## src/rtl/gx_rx_frame_parser.sv

```systemverilog
// Receive-side frame parser: hunts for SYNC_WORD, then reads a length word, LEN payload
// words and a checksum word. Payload is forwarded downstream; each frame ends in frame_ok or frame_err.
module gx_rx_frame_parser #(
    parameter logic [15:0] SYNC_WORD = 16'hEB90,
    parameter int unsigned MAX_LEN   = 64,
    parameter int unsigned TIMEOUT   = 255
) (
    input  logic        clk,
    input  logic        rst_n,
    input  logic [15:0] rx_data,
    input  logic        rx_valid,
    output logic [15:0] pld_data,
    output logic        pld_valid,
    output logic        pld_sof,
    output logic        pld_eof,
    output logic        frame_ok,
    output logic        frame_err,
    output logic [15:0] frame_cnt,
    output logic [15:0] err_cnt
);

    localparam int unsigned DW = 16;
    localparam int unsigned CW = 10;
    localparam int unsigned IW = 16;

    typedef enum logic [1:0] {ST_HUNT, ST_LEN, ST_DATA, ST_CHK} state_t;

    state_t        state;
    logic [CW-1:0] word_cnt;
    logic [IW-1:0] idle_cnt;
    logic [DW-1:0] csum;
    logic          first;

    logic len_bad_c;
    logic chk_good_c;
    logic chk_bad_c;
    logic timeout_c;
    logic err_next_c;

    // Frame decisions taken on the current edge; they become the registered pulses.
    always_comb begin
        len_bad_c  = 1'b0;
        chk_good_c = 1'b0;
        chk_bad_c  = 1'b0;
        timeout_c  = 1'b0;
        if (rx_valid) begin
            if (state == ST_LEN)
                len_bad_c = (rx_data == '0) || (rx_data > DW'(MAX_LEN));
            if (state == ST_CHK) begin
                chk_good_c = (rx_data == csum);
                chk_bad_c  = (rx_data != csum);
            end
        end else if (state != ST_HUNT) begin
            timeout_c = (idle_cnt == IW'(TIMEOUT - 1));
        end
        err_next_c = len_bad_c | chk_bad_c | timeout_c;
    end

    always_ff @(posedge clk or negedge rst_n) begin
        if (!rst_n) begin
            state     <= ST_HUNT;
            word_cnt  <= '0;
            idle_cnt  <= '0;
            csum      <= '0;
            first     <= 1'b0;
            pld_data  <= '0;
            pld_valid <= 1'b0;
            pld_sof   <= 1'b0;
            pld_eof   <= 1'b0;
            frame_ok  <= 1'b0;
            frame_err <= 1'b0;
            frame_cnt <= '0;
            err_cnt   <= '0;
        end else begin
            pld_valid <= 1'b0;
            pld_sof   <= 1'b0;
            pld_eof   <= 1'b0;
            frame_ok  <= chk_good_c;
            frame_err <= err_next_c;

            if (chk_good_c && (frame_cnt != 16'hFFFF))
                frame_cnt <= frame_cnt + 16'd1;
            if (err_next_c && (err_cnt != 16'hFFFF))
                err_cnt <= err_cnt + 16'd1;

            if (!rx_valid) begin
                // Idle only matters while a frame is open; expiry drops back to hunting.
                if (state != ST_HUNT) begin
                    if (timeout_c) begin
                        state    <= ST_HUNT;
                        idle_cnt <= '0;
                    end else begin
                        idle_cnt <= idle_cnt + IW'(1);
                    end
                end
            end else begin
                idle_cnt <= '0;
                unique case (state)
                    ST_HUNT: begin
                        if (rx_data == SYNC_WORD)
                            state <= ST_LEN;
                    end
                    ST_LEN: begin
                        if (len_bad_c) begin
                            state <= ST_HUNT;
                        end else begin
                            word_cnt <= CW'(rx_data);
                            csum     <= rx_data;
                            first    <= 1'b1;
                            state    <= ST_DATA;
                        end
                    end
                    ST_DATA: begin
                        pld_valid <= 1'b1;
                        pld_data  <= rx_data;
                        pld_sof   <= first;
                        pld_eof   <= (word_cnt == CW'(1));
                        first     <= 1'b0;
                        csum      <= csum + rx_data;
                        word_cnt  <= word_cnt - CW'(1);
                        if (word_cnt == CW'(1))
                            state <= ST_CHK;
                    end
                    ST_CHK: begin
                        state <= ST_HUNT;
                    end
                    default: state <= ST_HUNT;
                endcase
            end
        end
    end

endmodule
```

## config.mk

```make
export PLATFORM = sky130hd
export DESIGN_NAME = gx_rx_frame_parser
export DESIGN_NICKNAME = d
export VERILOG_FILES = /design/src/rtl/gx_rx_frame_parser.sv
export SDC_FILE = /design/constraint.sdc
export NUM_CORES = 1
export LEC_CHECK = 0
export CAP_MARGIN = 40
export CORE_ASPECT_RATIO = 0.9
export CORE_MARGIN = 10
export CORE_UTILIZATION = 30
export CTS_CLUSTER_DIAMETER = 80
export DETAILED_ROUTE_END_ITERATION = 7
export PLACE_DENSITY = 0.57
export SYNTH_ARGS = -nofsm -noshare
export SYNTH_HDL_FRONTEND = slang
export SYNTH_SLANG_ARGS = --single-unit
```

## constraint.sdc

```tcl
create_clock -name clk -period 2.45 [get_ports clk]
set_input_delay 0.49 -clock clk [delete_from_list [all_inputs] [get_ports clk]]
set_output_delay 0.49 -clock clk [all_outputs]
set_load 0.01 [all_outputs]
```

=== Word level (Yosys, flattened, before mapping) ===
Index checks and enable logic that the tools add are counted.

* Register bits: 98
* Input port bits: 19
* Output and inout port bits: 53
* Word-level logic and storage cells: 76

* Add/sub/neg operators: 5
* Magnitude comparators: 1
* Eq/ne operators: 13
* Muxes and demuxes: 30
* Bitwise logic cells: 2
* Reduce and logical (&&, ||, !) cells: 12

{| class="wikitable"
|+ Operators by type and width
! operator !! count
|-
| 2-to-1 mux 16 bit || 4
|-
| adder 16 x 1 -> 16 bit (second input constant) || 3
|-
| inequality test 16 bit (second input constant) || 2
|-
| case mux 16 bit (2 select lines) || 1
|-
| case mux 10 bit (2 select lines) || 1
|-
| adder 16 bit || 1
|-
| equality test 16 bit || 1
|-
| equality test 16 bit (second input constant) || 1
|-
| equality test 16 x 8 -> 1 bit (second input constant) || 1
|-
| > comparator 16 x 7 -> 1 bit (second input constant) || 1
|-
| logical NOT 16 bit || 1
|-
| inequality test 16 bit || 1
|-
| 2-to-1 mux 1 bit || 15
|-
| 2-to-1 mux 2 bit || 6
|-
| equality test 10 x 1 -> 1 bit (second input constant) || 1
|-
| 2-to-1 mux 10 bit || 1
|-
| subtractor 10 x 1 -> 10 bit (second input constant) || 1
|-
| case mux 2 bit (4 select lines) || 1
|-
| nonzero test 2 bit || 4
|-
| inequality test 3 bit (second input constant) || 2
|-
| equality test 2 bit (second input constant) || 2
|-
| AND reduction 4 bit || 1
|-
| AND reduction 3 bit || 1
|-
| equality test 2 x 1 -> 1 bit (second input constant) || 1
|-
| other kinds (7) || 9
|}

=== Logic depth before layout (Yosys ltp) ===
Gate-level depths: netlist of run 1.

* Depth in word-level cells: 7
* Gate-level depth with buffers: 10
* Mapped depth without buffers: 10

=== Least setup slack after synthesis of run 1 ===
Ideal clock, no wire load.

* Path type: in2reg
* Start: input port rx_data[11]
* End: register frame_cnt[6]
* Data arrival time: 2500 ps
* Required time: 2325 ps
* Path slack: -175 ps
* Stages: 8
* Cells stage by stage: ha_1 -> clkbuf_1 -> or4b_1 -> nor3_1 -> nand3_1 -> nor3_1 -> nand4_1 -> xnor2_1

* Word-level cells in the longest chain between the ends: 4

{| class="wikitable"
|+ RTL lines
! item !! RTL line !! text
|-
| start: declaration || 10 || <nowiki>input logic [15:0] rx_data,</nowiki>
|-
| equality test 16 bit || 50 || <nowiki>chk_good_c = (rx_data == csum);</nowiki>
|-
| 2-to-1 mux 1 bit || 49 || <nowiki>if (state == ST_CHK) begin</nowiki>
|-
| 2-to-1 mux 1 bit || 46 || <nowiki>if (rx_valid) begin</nowiki>
|-
| logical AND 1 bit || 81 || <nowiki>if (chk_good_c && (frame_cnt != 16'hFFFF))</nowiki>
|-
| end signal: assignment || 82 || <nowiki>frame_cnt <= frame_cnt + 16'd1;</nowiki>
|-
| end: declaration || 18 || <nowiki>output logic [15:0] frame_cnt,</nowiki>
|}

Every way passes these cells.
A chain may end at the register's enable or synchronous reset.

=== Final worst setup path of run 1 ===
* Start: register idle_cnt[0]
* End: register err_cnt[11]

* Word-level cells in the longest chain between the ends: 5

{| class="wikitable"
|+ RTL lines
! item !! RTL line !! text
|-
| start: declaration || 30 || <nowiki>logic [IW-1:0] idle_cnt;</nowiki>
|-
| start signal: assignment || 93 || <nowiki>idle_cnt <= idle_cnt + IW'(1);</nowiki>
|-
| equality test 16 x 8 -> 1 bit || 54 || <nowiki>timeout_c = (idle_cnt == IW'(TIMEOUT - 1));</nowiki>
|-
| 2-to-1 mux 1 bit || 53 || <nowiki>end else if (state != ST_HUNT) begin</nowiki>
|-
| 2-to-1 mux 1 bit || 46 ||
|-
| bitwise OR 1 bit || 56 || <nowiki>err_next_c = len_bad_c | chk_bad_c | timeout_c;</nowiki>
|-
| logical AND 1 bit || 83 || <nowiki>if (err_next_c && (err_cnt != 16'hFFFF))</nowiki>
|-
| end signal: assignment || 84 || <nowiki>err_cnt <= err_cnt + 16'd1;</nowiki>
|-
| end: declaration || 19 || <nowiki>output logic [15:0] err_cnt</nowiki>
|}

Every way passes these cells.

==> reports/results.txt, run 1 <==
The power density normalized to cell area came out at 854 mW/mm^2. The register-to-register path setup slack is -0.9 ps. TritonCTS created 9 clock buffers. When the netlist entered floorplanning its net count stood at 631. The tools report the final max-slew violation count as 0.

Clock skew on the completed layout was measured at 6.14 ps. The core region is 0.0176 sq mm. The share of synthesized registers carrying an async set or reset was 100%. The number of antenna diodes in the final layout is 0.

The placed wire-length estimate is 11.5 mm. The most used flip-flop cell after synthesis is sky130_fd_sc_hd__dfrtp_1. Routability-driven placement finished with a final weighted congestion of 0.877. The transition time of the tightest slew-check pin is 786 ps.

The floorplan step defined a die boundary enclosing 0.0236 sq mm. The worst-case clock buffer depth came out at 2. The shortest period the worst path allows works out to 2450 ps.

The kind of path behind the tightest hold check was in -> async. The top-level port count was 72. The run gives 0 as the final number of hold-violating endpoints. Most used standard cell by instance count after synthesis: sky130_fd_sc_hd__nand2_1.

The cell at the root of the clock tree is sky130_fd_sc_hd__clkbuf_16. The initialized floorplan defines 46 standard-cell rows. The most critical setup path has its endpoint at err_cnt[11].

Hold repair after CTS inserted 0 buffers. Kind of end point of the critical path: a register. The number of setup violations in the final report is 1. Most area-hungry cell type in the Yosys netlist: sky130_fd_sc_hd__dfrtp_1. For this run the aggregate overflow at the end of global routing stands at 0.

The unique cell type count in the Yosys netlist was 59; the detailed-routing iteration count for the pre-antenna-repair pass was 5. The CTS clock-pin slew for the worst setup and hold paths was 70 ps. The total wire length is 15.6 mm. The number of synthesized flops with an enable pin is 0. The critical path is of the reg -> reg type. The fraction of layout cells with a size suffix above 1 came out at 22.1%. Clock tree synthesis found a total of 98 sinks.

The number of standard cells after synthesis is 590, and the wire length of the first global-routing pass is 25.6 mm. The worst-case IR drop observed on VDD is 0.409 mV. The number of global-route vias before repair is 5033, and the maximum number of pins on one net before global-route repair is 45. From bottom edge to top edge, the die measures 147 um.

The worst register-to-register path begins at idle_cnt[0]. The total number of vias came out at 4887. The remaining routing DRC violations came out at 0. The top cell type by area accounts for 45.8% of the synthesized area. The logs give 0 for the number of warning messages in the yosys log and 3 for the maximum level of the CTS H-tree. The clock latency of the later-clocked register in the worst-skew pair is 350 ps, and the area added between synthesis and finish is 43.7%.

The leakage power summed over all cells was 0.00340 uW; the fraction of the cycle the final worst path needs was 100%. Sorting the synthesized cells by area gives the leading types as sky130_fd_sc_hd__dfrtp_1 (46%), sky130_fd_sc_hd__nand2_1 (7.3%), sky130_fd_sc_hd__ha_1 (4.9%). The die is 161 um wide. The final routed wire length divided by cell count is 15.8 um, and the iteration-0 DRC count of the detailed router is 316. The highest achievable clock rate is 0.408 GHz, and the average vias per placed instance is 4.95. The final reports fail on setup timing.

For the worst setup path, the data required time is 2720 ps. The flow ran to the end, but the final reports show violations. Setup repair after global routing could not meet its margin everywhere. For the worst setup path, the data arrival time is 2720 ps. Setup total negative slack on the finished layout was measured at -0.878 ps. The number of antenna violations at the first check in global routing was 0.

In this run, synthesis produced a sequential element count of 98. Overall power consumption after layout is estimated at 6570 uW. In this run the remaining antenna-violating nets after routing total 0. The final worst-path setup slack is -0.878 ps, and the number of nets in the layout is 784.

The tools report the global router's overall resource usage as 13.0%. The worst pin sits at a relative slew slack of 47.6%. Buffers placed on the I/O ports in this run total 71.

The worst setup path is launched from a register. The filler cells instantiated in the layout total 1680. The worst register-to-register path ends at err_cnt[11]. The run gives 0.00535 sq mm as the synthesized area. The tools report the max-capacitance violation count as 0.

The post-synthesis area per instance was 9.07 sq um; the sequential area share after synthesis was 45.8%. By count the netlist is led by sky130_fd_sc_hd__nand2_1 (104), sky130_fd_sc_hd__dfrtp_1 (98), sky130_fd_sc_hd__nor2_1 (41). The maximum fanout along the worst path came out at 5. The number of cells traversed by the worst register-to-register path came out at 9. TritonCTS built the clock tree. The tools report the first element of the critical path as idle_cnt[0].

For this configuration, the core starts out at a cell density of 30.5%.
==> critical path, cell delays in order (launching register included) <==
cell                      delay [ps]
sky130_fd_sc_hd__dfrtp_1         390
sky130_fd_sc_hd__inv_2            90
sky130_fd_sc_hd__ha_4            130
sky130_fd_sc_hd__or4b_4          480
sky130_fd_sc_hd__nor4_4          260
sky130_fd_sc_hd__a31oi_4         160
sky130_fd_sc_hd__o22ai_4         190
sky130_fd_sc_hd__nor3b_4         290
sky130_fd_sc_hd__and3_1          220
sky130_fd_sc_hd__xor2_1          160
==> per-stage QoR <==
stage / setup WS [ps] / cells / utilization, % / instance area, sq um / hold WS (ps)
2_1_floorplan: -7.56 / 590 / - / 5440 / 194
3_3_place_gp: -635 / 958 / 39.8 / 6980 / 456
3_5_place_dp: -725 / 958 / 39.8 / 6980 / 463
4_1_cts: 16.0 / 978 / 42.7 / 7490 / 165
5_1_grt: -93.7 / 987 / 43.8 / 7690 / 187
6_report: -0.878 / 987 / 43.8 / 7690 / 141
==> routing by layer <==
metal  share of wire (%)  GRT usage (%)  wire length, um
met1                  46           16.6             7160
met2                  46           20.3             7090
met3                 7.0           4.55             1080
met4                 1.5           4.00              231
met5                   0              0                0
==> report_power, final <==
part           switching [uW]  internal [uW]  total, uW
registers                 342           1970       2310
logic                    1370           1470       2840
clock network             623            789       1410
==> cell usage in the layout (no fill, tap or decap), drive strengths merged, types with 14 or more instances in the layout <==
master / instances
a21oi: 30
and3: 15
buf: 95
clkbuf: 14
clkdlybuf4s50: 55
dfrtp: 98
ha: 21
inv: 19
nand2: 104
nand3: 28
nand4: 15
nor2: 41
nor3: 17
o21ai: 35
xnor2: 30
xor2: 21
==> logic make-up (layout without fill, tap and decap cells) <==
| group | after synthesis | in the layout | share of synthesized area, % |
|---|---|---|---|
| AOI/OAI and AO/OA | 107 | 107 | 12.5 |
| adders and majority gates | 22 | 22 | 5.28 |
| buffers and inverters | 41 | 198 | 2.90 |
| DFF | 98 | 98 | 45.8 |
| and+or+nand+nor | 268 | 268 | 24.5 |
| xor gates and xnor gates | 51 | 51 | 8.35 |
| muxes | 3 | 3 | 0.608 |
==> sequential cells by signal, indices dropped and copies added (netlist names) <==
name and cells:
csum 16, err_cnt 16, first 1, frame_cnt 16
frame_err 1, frame_ok 1, idle_cnt 16, pld_data 16
pld_eof 1, pld_sof 1, pld_valid 1, state 2
word_cnt 10
==> area by class of cell <==
cell class | count | area (sq um) | share of cell area [%]
Clock buffer | 11 | 233 | 3.03
Clock inverter | 4 | 51.3 | 0.667
Inverter | 18 | 67.6 | 0.879
Multi-Input combinational cell | 451 | 3140 | 40.9
Sequential cell | 98 | 2450 | 31.9
Tap cell | 240 | 300 | 3.91
Timing Repair Buffer | 165 | 1440 | 18.7
==> repair_timing <==
| item | 4_1_cts | 5_1_grt |
|---|---|---|
| setup endpoints to repair | 56 | 45 |
| setup buffers | 5 | 9 |
| pin swaps | 16 | 11 |
| gates resized for setup | 44 | 32 |
| hold endpoints to repair | 0 | 0 |
==> how the worst min path moves through the flow <==
stage                       from           end  slack [ps]  cells past startpoint
floorplan                  rst_n       csum[0]         190                      0
global placement           first         first         460                      2
detailed placement  pld_data[11]  pld_data[11]         460                      2
CTS                        rst_n   pld_data[3]         160                      1
global route               rst_n   pld_data[2]         190                      1
finish                     rst_n   pld_data[2]         140                      1
No activity file was read; power rests on OpenSTA's default activity.
==> run 2, diff against run 1 <==
- CORE_MARGIN: 10 -> default
- PLACE_DENSITY: 0.57 -> default
- PLACE_DENSITY_LB_ADDON: default -> 0.15
- clock period: 2.45 -> 2.5 ns (I/O delays scaled with it)
==> run 2 against run 1 <==
  * The flow now finishes without violations
  * Cell count is 1.4% lower
  * Sequential share of layout area grew 0.23 points
  * Worst setup slack improved by 72 ps
  * Die area decreased by 22%
  * Non-clock buffer count is 9 lower
  * Clock power is essentially flat
  * Global-route usage rose by 4.6 points
  * Design area decreased by 0.72%
  * Largest cell class unchanged
  * Highest routed layer unchanged
==> reports/results.txt, run 2 (same netlist as run 1, synthesis figures left out) <==
In this run the worst hold path is classified as in -> async. The logs give 17.6% (+4.6 points) for the global router's overall resource usage and 0 (unchanged) for the antenna diode count. The detailed-routing iteration count for the pre-antenna-repair pass is 5 (unchanged), and the final number of hold-violating endpoints is 0 (unchanged). The wire length of the first global-routing pass was 25.2 mm (-1.6%); the cell-internal power was 4190 uW (-0.96%). The horizontal extent of the die was 143 um (-11%). The family of cells with the greatest summed delay on the critical path is simple AND/OR/NAND/NOR gates. The run gives 0 (unchanged) as the total global routing overflow. Minimum setup slack after placement: -831 ps (-106 ps).

For the area of all placed cells without fillers, the log shows 0.00763 sq mm (-0.72%). The maximum fanout along the worst path is 22 (+17). The tools report the maximum number of pins on one net before global-route repair as 52 (+16%). For the remaining routing DRC violations, the log shows 0 (unchanged). STA classifies the critical path endpoint as a register. The tools report the leakage power summed over all cells as 0.00335 uW (-1.4%). The worst setup path is launched from an input port. The run gives 0 (unchanged) as the max-capacitance violation count.

The total wire length is 15.2 mm (-2.4%). Worst-case headroom to the max-slew limit: 43.2% (-4.4 points). The tools report the sink count of the clock tree as 98 (unchanged). The transition time of the tightest slew-check pin was 845 ps (+58.3 ps); the final setup skew was 6.41 ps (+0.271 ps). Setup repair after global routing could not meet its margin everywhere. The final worst-path setup slack is 70.7 ps (+71.6 ps).

In the layout the commonest cells are sky130_fd_sc_hd__nand2_1 (103), sky130_fd_sc_hd__dfrtp_1 (98), sky130_fd_sc_hd__buf_4 (80). The number of antenna violations at the first check in global routing is 0 (unchanged). The logs give 1668 (-0.71%) for the number of fill cells in the layout and 21.7% (+0.2 points) for the portion of total power attributed to the clock network. For the highest achievable clock rate, the log shows 0.412 GHz. Register share of total power: 34.8% (-0.4 points).

The category of the most critical setup path is in -> reg. Count of buffer and inverter cells on the critical path: 3 (+2). The most frequent standard cell in the layout excluding fill and tap cells is sky130_fd_sc_hd__nand2_1. The run gives 2720 ps (about the same) as the endpoint required time on the critical path. The tree is rooted in a sky130_fd_sc_hd__clkbuf_16.

The worst-case clock buffer depth was 2 (unchanged). The top-level port count came out at 72 (unchanged). The critical path arrival came out at 2650 ps (-70 ps).

The area of the core came out at 0.0172 sq mm (-2.2%). The fraction of power spent switching nets was 35.6% (+0.068 points). The placed wire-length estimate is 11.3 mm (-1.2%), and the power density normalized to cell area is 853 mW/mm^2 (-0.14%). The standard cell area after detailed placement is 0.00701 sq mm (+0.48%). The floorplan die height is 129 um (-12%), and the hold buffer count at cts is 0 (unchanged).

The highest-delay cell along the critical path is sky130_fd_sc_hd__or4_4. The average vias per placed instance was 4.95 (about the same); the count of nets left with antenna violations after detail routing was 0 (unchanged). Relative to the synthesized area, the layout overhead comes to 42.6%. The critical path goes through dlygate4sd2_1, buf_4, or4_4, o31a_1, nor3_2, nand2b_1, and2_1, buf_12, a22oi_1, nand3_1.

Number of global-route vias before repair: 4918 (-2.3%). The run gives 9 (unchanged) as the number of buffers added by the clock tree synthesis step. The iteration-0 DRC count of the detailed router was 197 (-38%). After layout, the minimum clock period comes to 2430 ps.

The clock latency of the later-clocked register in the worst-skew pair is 340 ps (about the same). The fraction of layout cells with a size suffix above 1 came out at 20.2% (-1.9 points). The flow ran to the end, and the final reports show no timing, DRC or antenna violations. The area of the multi-input gates was 0.00312 sq mm (-0.76%). The area of all sequential standard cells was 0.00245 sq mm (unchanged); the final max-slew violation count was 0 (unchanged). TritonCTS built the clock tree. The number of port buffers came out at 71 (unchanged).

The fraction of the cycle the final worst path needs was 97.2%; the die footprint was 0.0184 sq mm (-22%). CTS clock-pin slew for the worst setup and hold paths: 70 ps (about the same). The logs give 4817 (-1.4%) for the total number of vias and 3 (unchanged) for the maximum level of the CTS H-tree. The logs give 31.2% (+0.68 points) for the initial standard-cell utilization of the core and 0.827 (-5.6%) for the placer's final routability congestion estimate.

The worst vdd rail ir drop was 0.411 mV (+0.68%); the share of power burned in combinational logic was 43.4% (about the same). The final routed wire length divided by cell count is 15.6 um (-1.0%). The maximum cell stage delay along the critical path is 520 ps (+40 ps). For the floorplan row count, the log shows 45 (-2.2%).

The logs give 220 ps (+78.0 ps) for the final worst hold slack and 2320 uW (-0.66%) for the reported net switching power. For the number of nets in the layout, the log shows 775 (-1.1%). The number of setup violations in the final report was 0 (-1).
==> run 2: final cells by class <==
class	instances	share of cell area (%)
clock buffer	10	3.13
sequential	98	32.1
multi-input combinational	451	40.9
timing repair buffer	156	18.3
tap	235	3.85
inverter	18	0.885
clock inverter	5	0.836
==> run 2: stage by stage <==
step | cells | total power (uW) | TNS, ps | utilization, %
floorplan | 590 | 3580 | 0 | -
global placement | 955 | 4750 | -29870 | 40.8
detailed placement | 955 | 4780 | -31420 | 40.8
CTS | 971 | 6520 | 0 | 44.1
global route | 973 | 6960 | -17.3 | 44.4
finish | 973 | 6510 | 0 | 44.4
==> run 2: what timing repair did <==
item	4_1_cts	5_1_grt
pin swaps	11	7
resized for setup	47	13
endpoints found under the setup margin	52	21
setup buffers	1	2
==> run 2: power groups by stage <==
stage	clock, uW	sequential [uW]	combinational, uW
after floorplan	0	2250	1340
final	1410	2270	2830
after CTS	1480	2260	2780
after detailed placement	0	2240	2530
after global placement	0	2240	2510
after global routing	1530	2310	3120
==> run 2: final timing paths <==
| check | start | end | slack [ps] | depth (start not counted) |
|---|---|---|---|---|
| max | rx_data[4] | csum[13] | 70 | 10 |
| min | rst_n | csum[0] | 220 | 1 |
| max reg2reg | csum[1] | csum[13] | 110 | 8 |
| min reg2reg | pld_data[0] | pld_data[0] | 470 | 2 |
| max in group asynchronous | rst_n | err_cnt[7] | 1620 | 2 |
| min in group clk | pld_data[0] | pld_data[0] | 470 | 2 |
==> run 2: layer usage <==
metal / vias to the layer above / share of wire, % / GRT usage (%)
met3: 18 / 5.2 / 3.98
met2: 115 / 46 / 28.3
met5: - / 0 / 0
met4: 0 / 1.7 / 6.07
met1: 2327 / 47 / 23.3
li1: 2357 / - / -
